===== src/rtl/stream_mux_nto1.sv =====
// stream_mux_nto1: N-input registered valid/ready stream mux with a one-entry output register.
// Define RR_ARB_EN for round-robin channel selection; otherwise the sel port picks the channel.
module stream_mux_nto1 #(
  parameter int WIDTH = 32,
  parameter int N_IN = 4,
  localparam int SEL_W = $clog2(N_IN)
) (
  input  logic                    clk,
  input  logic                    rst_n,
  input  logic [N_IN*WIDTH-1:0]   in_data,
  input  logic [N_IN-1:0]         in_valid,
  output logic [N_IN-1:0]         in_ready,
  input  logic [SEL_W-1:0]        sel,
  output logic [WIDTH-1:0]        out_data,
  output logic                    out_valid,
  input  logic                    out_ready,
  output logic [SEL_W-1:0]        out_src
);
  typedef enum logic {EMPTY, FULL} state_t;
  state_t state_q, state_d;
  logic [WIDTH-1:0] data_q, data_d;
  logic [SEL_W-1:0] src_q, src_d;
  logic [SEL_W-1:0] c;
  logic chosen, load, xfer;
  logic [WIDTH-1:0] ch [N_IN];
  for (genvar g = 0; g < N_IN; g++) begin : g_ch
    assign ch[g] = in_data[g*WIDTH +: WIDTH];
  end
`ifdef RR_ARB_EN
  logic [SEL_W-1:0] rr_q, rr_d;
  // first valid channel after the last granted one, wrapping modulo N_IN
  always_comb begin
    chosen = 1'b0;
    c = '0;
    for (int k = 1; k <= N_IN; k++) begin
      if (!chosen && in_valid[(int'(rr_q) + k) % N_IN]) begin
        chosen = 1'b1;
        c = SEL_W'((int'(rr_q) + k) % N_IN);
      end
    end
  end
  assign rr_d = xfer ? c : rr_q;
  // pointer advances only on accepted transfers so the grant holds under backpressure
  always_ff @(posedge clk or negedge rst_n) begin
    if (!rst_n) rr_q <= SEL_W'(N_IN - 1);
    else rr_q <= rr_d;
  end
`else
  // fixed select; out-of-range sel chooses nothing
  always_comb begin
    c = sel;
    chosen = 32'(sel) < N_IN;
  end
`endif
  assign load = !out_valid || out_ready;
  assign in_ready = (rst_n && load && chosen) ? (N_IN'(1) << c) : '0;
  assign xfer = |(in_ready & in_valid);
  // next state: load on transfer, drain on consumer accept, otherwise hold
  always_comb begin
    state_d = state_q;
    data_d = data_q;
    src_d = src_q;
    if (xfer) begin
      state_d = FULL;
      data_d = ch[c];
      src_d = c;
    end else if (out_ready) begin
      state_d = EMPTY;
    end
  end
  // output register
  always_ff @(posedge clk or negedge rst_n) begin
    if (!rst_n) begin
      state_q <= EMPTY;
      data_q <= '0;
      src_q <= '0;
    end else begin
      state_q <= state_d;
      data_q <= data_d;
      src_q <= src_d;
    end
  end
  assign out_valid = state_q == FULL;
  assign out_data = data_q;
  assign out_src = src_q;
endmodule


===== config.mk =====
export PLATFORM = sky130hd
export DESIGN_NAME = stream_mux_nto1
export DESIGN_NICKNAME = d
export VERILOG_FILES = /design/src/rtl/stream_mux_nto1.sv
export SDC_FILE = /design/constraint.sdc
export NUM_CORES = 1
export LEC_CHECK = 0
export CELL_PAD_IN_SITES_DETAIL_PLACEMENT = 1
export CELL_PAD_IN_SITES_GLOBAL_PLACEMENT = 2
export CORE_MARGIN = 3
export CORE_UTILIZATION = 35
export CTS_CLUSTER_DIAMETER = 100
export DETAILED_ROUTE_END_ITERATION = 7
export DONT_BUFFER_PORTS = 1
export GPL_ROUTABILITY_DRIVEN = 0
export PLACE_DENSITY = 0.78
export SLEW_MARGIN = 0
export SYNTH_ARGS = -nofsm -noshare
export SYNTH_HDL_FRONTEND = slang
export SYNTH_SLANG_ARGS = --single-unit
export TNS_END_PERCENT = 10

===== constraint.sdc =====
create_clock -name clk -period 3.4 [get_ports clk]
set_input_delay 0.34 -clock clk [delete_from_list [all_inputs] [get_ports clk]]
set_output_delay 0.34 -clock clk [all_outputs]
set_load 0.05 [all_outputs]

==> metrics.md, run 1 <==
| Metric | Value |
|---|---|
| Status | completed |
| Die Span Y | 87.61 microns |
| Post-Syn Area per Cell | 17.53 sq um |
| Worst VDD drop | 0.0003552 V |
| Most frequent cells in the layout | dfrtp_1, mux4_2, mux2_4 |
| Critical path endpoint category | primary output |
| Power Total | 1.647 mW |
| CP required | 3.06 ns |
| Initial antenna violation count | 0 |
| Post-Route WL | 6.294 mm |
| Vias in the first global route | 1,491 |
| Final Critical Period | 2.416 ns |
| Min-delay worst type | input port to flop |
| Setup CP Type | flop to primary output |
| Final hold slack | 0.2127 ns |
| Synth unique cells | 21 |
| Simple-gate share of the synthesized area | 0.02738 |
| Core area | 0.006386 sq mm |
| Cell taking the most area after synthesis | dfrtp_1 |
| Worst path slowest cell | nor2_1 |
| Mux share of post-synthesis cell area | 0.5395 |
| Synth Area in Adders | 0 |
| Crit path largest cell delay | 0.70 ns |
| Area grow syn2layout | 5.636% |
| Crit start category | flop |
| Cts bufs inserted | 5 |
| Worst slew pin tran | 0.8909 ns |
| Setup_tns | 0 ns |
| CTS tree | built |
| Row count | 29 |
| Total track usage | 0.1600 |
| Antenna Cells | 0 |
| Filler cells | 636 |
| Sinks on Clock Net | 35 |
| Max-cap violations | 0 |
| Area contributors post-synth | dfrtp_1, mux4_2, mux2_4 |
| Period utilization | 0.7107 |
| Drt initial violations | 36 |
| IO Pins | 176 |
| Design area | 0.002462 sq mm |
| Clock Path Buffers | 2 |
| IO buf count | 0 |
| Final setup vio count | 0 |
| H-tree depth | 2 |
| DRC viols | 0 |
| Placed cells | 199 |
| Final hold vios | 0 |
| Avg WL per Cell | 30.26 microns |
| Reg2Reg Depth | 3 |
| Synth Warn # | 0 |
| Clk_lat worst skew | 0.27 ns |
| Post-place instance area | 0.002345 sq mm |
| Relative slew slack | 0.4039 |
| Nets@finish | 268 |
| Synthesized cell area | 0.002331 sq mm |
| Number of synthesized register bits | 35 |
| Worst-path fanout max | 8 |
| Fmax | 413.8 MHz |
| Layout cells sized above 1 | 0.5725 |
| Post-synthesis cell count | 133 |
| Initial core utilization | 0.3650 |
| DR vias | 1,308 |
| Die Span X | 87.61 microns |
| Combinational family with the most area after synthesis | multiplexers |
| RSZ-0062 raised after global routing | false |
| Worst-path clk slew | 0.07 ns |
| Area fraction in compound gates after synthesis | 0.01396 |
| Die ar. | 0.007676 sq mm |
| Post-synth top area share | 0.3757 |
| Worst Setup EP | in_ready[3] |
| Clock root buffer | clkbuf_8 |
| First drt pass iteration count | 4 |
| Antenna viol nets, final | 0 |
| Post-synthesis xor/xnor area fraction | 0 |
| Clk_skew | 0.003989 ns |
| Vias per inst | 6.288 |
| Crit path from | out_valid$_DFFE_PN0P_ |
| Post-synthesis sequential area ratio | 0.3757 |
| Commonest non-fill, non-tap cell in the layout | dfrtp_1 |
| Critical Path AT | 2.08 ns |
| R2r startpoint | out_valid$_DFFE_PN0P_ |
| P_leak | 1.023 nW |
| Total gr overflow | 0 |
| Flop2flop setup slack | 1.21 ns |
| Mapped Nets | 270 |
| R2R Path End | out_data[22]$_DFFE_PN0P_ |
| Pwr Density | 668.8 mW/mm^2 |
| DP Wirelength | 5.023 mm |
| Layout Cells excl Fill | 208 |
| CP cell instances | nand2b_1, nand3_1, nor2_1 |
| Global-route wire length before repair | 8.983 mm |
| Fin. max-slew vios | 0 |
| Largest net degree at the start of global routing | 40 |
-- final cells by class --
| type | count | area, sq um | area share |
|---|---|---|---|
| Multi-Input combinational cell | 84 | 1354 | 0.5498 |
| Clock inverter | 1 | 5.005 | 0.002033 |
| Clock buffer | 6 | 82.58 | 0.03354 |
| Tap cell | 77 | 96.34 | 0.03913 |
| Timing Repair Buffer | 4 | 45.04 | 0.01829 |
| Inverter | 1 | 3.754 | 0.001524 |
| Sequential cell | 35 | 875.8 | 0.3557 |
-- timing repair --
action	4_1_cts	5_1_grt
buffers inserted	0	0
resized for setup	0	0
hold endpoints to repair	35	0
hold buffers	2	0
-- sequential cells by signal (all words and copies together) (netlist names) --
| name | flops |
|---|---|
| out_data | 32 |
| out_valid | 1 |
| out_src | 2 |
-- critical path: cells and delay by family, from the launching register on --
family	cells	cell delay, ns
DFF	1	0.57
and+or+nand+nor	3	1.24
-- worst min-delay path by stage --
| stage | start | slack (ns) | cells after the start | endpoint |
|---|---|---|---|---|
| after floorplan | rst_n | 0.04 | 0 | out_data[0]$_DFFE_PN0P_ |
| after global placement | rst_n | 0.05 | 0 | out_data[7]$_DFFE_PN0P_ |
| after detailed placement | rst_n | 0.05 | 0 | out_data[7]$_DFFE_PN0P_ |
| after CTS | sel[0] | 0.20 | 1 | out_src[0]$_DFFE_PN0P_ |
| after global routing | sel[0] | 0.21 | 1 | out_src[0]$_DFFE_PN0P_ |
| final | sel[0] | 0.21 | 1 | out_src[0]$_DFFE_PN0P_ |
-- metal layers --
layer	part of all wire	GRT usage
met1	0.36	0.1938
met4	0.0094	0.04463
met2	0.58	0.2774
met5	0	0
met3	0.056	0.04704
-- synth_stat cells --
cell,number
a22o_1,1
a31o_1,1
a31oi_1,1
buf_1,1
buf_2,2
buf_6,6
clkbuf_1,3
clkbuf_2,1
dfrtp_1,35
inv_1,1
mux2_1,5
mux2_2,2
mux2_4,29
mux4_2,33
nand2_1,2
nand2b_1,1
nand3_1,3
nand3_4,1
nor2_1,2
nor3_1,2
o2bb2ai_1,1
-- metrics by stage --
stage                     setup WS, ns  utilization
after floorplan                 0.9377            -
after global placement           1.340       0.3672
after detailed placement         1.207       0.3672
after CTS                       0.9748       0.3856
after global routing            0.8504       0.3856
final                           0.9836       0.3856
-- report_power, final --
group | total (mW) | switching (mW) | internal [mW]
Combinational | 0.309 | 0.0853 | 0.224
Sequential | 1.04 | 0.518 | 0.524
Clock | 0.295 | 0.137 | 0.159
Total | 1.65 | 0.740 | 0.907
-- cell families (layout without fill, tap and decap cells) --
group	after synthesis	count (layout)
buffers and inverters	14	12
AO/OA/AOI/OAI	4	4
AND/OR/NAND/NOR	11	11
flip-flops	35	35
multiplexers	69	69
Note: power is estimated with default switching activity, not from simulation.
==> inputs of run 2 (changes only) <==
--- a/config.mk
+++ b/config.mk
@@ -8,12 +8,12 @@
 export CELL_PAD_IN_SITES_DETAIL_PLACEMENT = 1
 export CELL_PAD_IN_SITES_GLOBAL_PLACEMENT = 2
 export CORE_MARGIN = 3
-export CORE_UTILIZATION = 35
+export CORE_UTILIZATION = 34
 export CTS_CLUSTER_DIAMETER = 100
 export DETAILED_ROUTE_END_ITERATION = 7
 export DONT_BUFFER_PORTS = 1
 export GPL_ROUTABILITY_DRIVEN = 0
-export PLACE_DENSITY = 0.78
+export PLACE_DENSITY = 0.79
 export SLEW_MARGIN = 0
 export SYNTH_ARGS = -nofsm -noshare
 export SYNTH_HDL_FRONTEND = slang
==> constraint.sdc (replaced) <==
create_clock -name clk -period 2.2 [get_ports clk]
set_input_delay 0.22 -clock clk [delete_from_list [all_inputs] [get_ports clk]]
set_output_delay 0.22 -clock clk [all_outputs]
set_load 0.05 [all_outputs]
==> run 2 against run 1 <==
Power rose by 57%; register-to-register slack got worse by 0.54 ns; worst hold slack got worse by 0.13 ns; highest routed layer unchanged.
==> metrics.md, run 2 (synthesis results as in run 1) <==
| Metric | Value |
|---|---|
| Delay-heaviest family, CP | buffers and inverters |
| Total track usage | 0.1558 (-0.004199) |
| Vias in the first global route | 1,496 (+0.34%) |
| Max-cap violations | 0 (unchanged) |
| Die Span X | 88.80 microns (+1.4%) |
| Clock Path Buffers | 2 (unchanged) |
| Cts bufs inserted | 5 (unchanged) |
| Critical Path AT | 1.46 ns (-0.62 ns) |
| Largest register FFs | 32 (unchanged) |
| Worst-path fanout max | 7 (-1) |
| Worst path slowest cell | dfrtp_1 |
| Design area | 0.002515 sq mm (+2.1%) |
| Most frequent cells in the layout | dfrtp_1, mux4_2, mux2_4 |
| Sinks on Clock Net | 35 (unchanged) |
| Nets@finish | 273 (+1.9%) |
| Fin. max-slew vios | 0 (unchanged) |
| Final setup vio count | 0 (unchanged) |
| CTS tree | built |
| Postcts setup bufs | 0 (unchanged) |
| Worst slew pin tran | 0.5266 ns (-0.3643 ns) |
| Vias per inst | 6.178 (-1.8%) |
| Post-Route WL | 6.510 mm (+3.4%) |
| DR vias | 1,322 (+1.1%) |
| Final Critical Period | 1.682 ns |
| Fmax | 594.6 MHz |
| DRC viols | 0 (unchanged) |
| Post-place instance area | 0.002395 sq mm (+2.1%) |
| Commonest non-fill, non-tap cell in the layout | dfrtp_1 |
| Period utilization | 0.7645 |
| Worst VDD drop | 0.0002652 V (-25%) |
| Relative slew slack | 0.6489 (+0.2451) |
| IO buf count | 0 (unchanged) |
| Die ar. | 0.007885 sq mm (+2.7%) |
| Hold depth | 1 (unchanged) |
| Status | completed |
| Critical Path Stages | 5 (+2) |
| Reg2Reg Depth | 4 (+1) |
| Clk_skew | 0.007790 ns (+0.003801 ns) |
| Critical path's most frequent cell | buf_4 |
| Die Span Y | 88.80 microns (+1.4%) |
| Clk_lat worst skew | 0.29 ns (+0.02 ns) |
| Total gr overflow | 0 (unchanged) |
| RSZ-0062 raised after global routing | false |
| Core area | 0.006495 sq mm (+1.7%) |
| Worst-path clk slew | 0.08 ns (about the same) |
| Clock root buffer | clkbuf_8 |
| Power Total | 2.578 mW (+57%) |
| Setup CP Type | flop to primary output |
| Final hold vios | 0 (unchanged) |
| Global-route wire length before repair | 8.859 mm (-1.4%) |
| Critical path endpoint category | primary output |
| Min-delay worst type | input port to flop |
| Antenna viol nets, final | 0 (unchanged) |
| CP cell instances | nand2b_1, buf_4, nand2_1, nor3_1, buf_4 |
| Filler cells | 649 (+2.0%) |
| H-tree depth | 2 (unchanged) |
| Crit start category | flop |
| Setup_tns | 0 ns (unchanged) |
| Layout cells sized above 1 | 0.5882 (+0.01572) |
| Drt initial violations | 40 (+11%) |
| DP Wirelength | 5.054 mm (+0.61%) |
| Crit path largest cell delay | 0.38 ns (-0.32 ns) |
| Area grow syn2layout | 7.890% |
| Largest net degree at the start of global routing | 40 (unchanged) |
| P_leak | 1.053 nW (+2.9%) |
| Avg WL per Cell | 30.42 microns (+0.53%) |
| First drt pass iteration count | 4 (unchanged) |
| Initial antenna violation count | 1 (+1) |
| Worst Path Buf+Inv | 2 (+2) |
| CP required | 1.98 ns (-1.08 ns) |
| Pwr Density | 1025 mW/mm^2 (+53%) |
| Initial core utilization | 0.3589 (-0.006117) |
| Row count | 29 (unchanged) |
| IO Pins | 176 (unchanged) |
==> run 2: cell count changes in the layout (fill, tap and decap cells not counted), sizes merged <==
cell	previous run	this run
diode	0	1
buf	3	8
==> run 2: path summary, 6_finish.rpt <==
| kind | start | end | slack (ns) |
|---|---|---|---|
| max in group asynchronous | rst_n | out_data[17]$_DFFE_PN0P_ | 1.60 |
| hold reg to reg | out_valid$_DFFE_PN0P_ | out_valid$_DFFE_PN0P_ | 0.76 |
| setup reg to reg | out_valid$_DFFE_PN0P_ | out_data[15]$_DFFE_PN0P_ | 0.67 |
| min in group asynchronous | rst_n | out_data[30]$_DFFE_PN0P_ | 0.40 |
| hold / removal | sel[0] | out_src[0]$_DFFE_PN0P_ | 0.08 |
| setup / recovery | out_valid$_DFFE_PN0P_ | in_ready[2] | 0.52 |
==> run 2: per-layer routing <==
layer,vias up,global-route usage,part of all wire
li1,539,-,-
met1,691,0.1667,0.34
met2,85,0.2895,0.56
met3,7,0.04562,0.092
met4,0,0.05357,0.013
met5,-,0,0
==> run 2: worst reg2reg max path, cell delays in order, from the launching register on <==
cell	delay, ns
dfrtp_1	0.38
nand2b_1	0.17
nand3_4	0.27
buf_12	0.28
mux2_4	0.32
==> run 2: repair_timing <==
item	in CTS	in global routing
hold buffers	2	0
endpoints found under the hold margin	35	0
gates resized for setup	0	0
==> run 2: where the power goes <==
| part | switching, mW | leakage, nW | internal [mW] |
|---|---|---|---|
| Clock | 0.232 | 0.0471 | 0.246 |
| Combinational | 0.147 | 0.598 | 0.355 |
| Sequential | 0.789 | 0.409 | 0.810 |
==> run 2: per-stage QoR <==
step	setup slack [ns]	std cells	util	hold WS (ns)
after CTS	0.4529	213	0.3868	0.07905
after floorplan	-0.1423	133	-	-0.07559
final	0.5181	214	0.3872	0.08423
after detailed placement	0.4896	204	0.3687	-0.07435
after global placement	0.5156	204	0.3687	-0.07433
after global routing	0.3834	214	0.3872	0.08037
==> run 2: final cells by class <==
| class | instances | area [sq um] | area share |
|---|---|---|---|
| Multi-Input combinational cell | 84 | 1354 | 0.5383 |
| Sequential cell | 35 | 875.8 | 0.3483 |
| Tap cell | 77 | 96.34 | 0.03831 |
| Timing Repair Buffer | 9 | 95.09 | 0.03781 |
| Clock buffer | 6 | 82.58 | 0.03284 |
| Clock inverter | 1 | 5.005 | 0.001990 |
| Inverter | 1 | 3.754 | 0.001493 |
| Antenna cell | 1 | 2.502 | 0.0009950 |
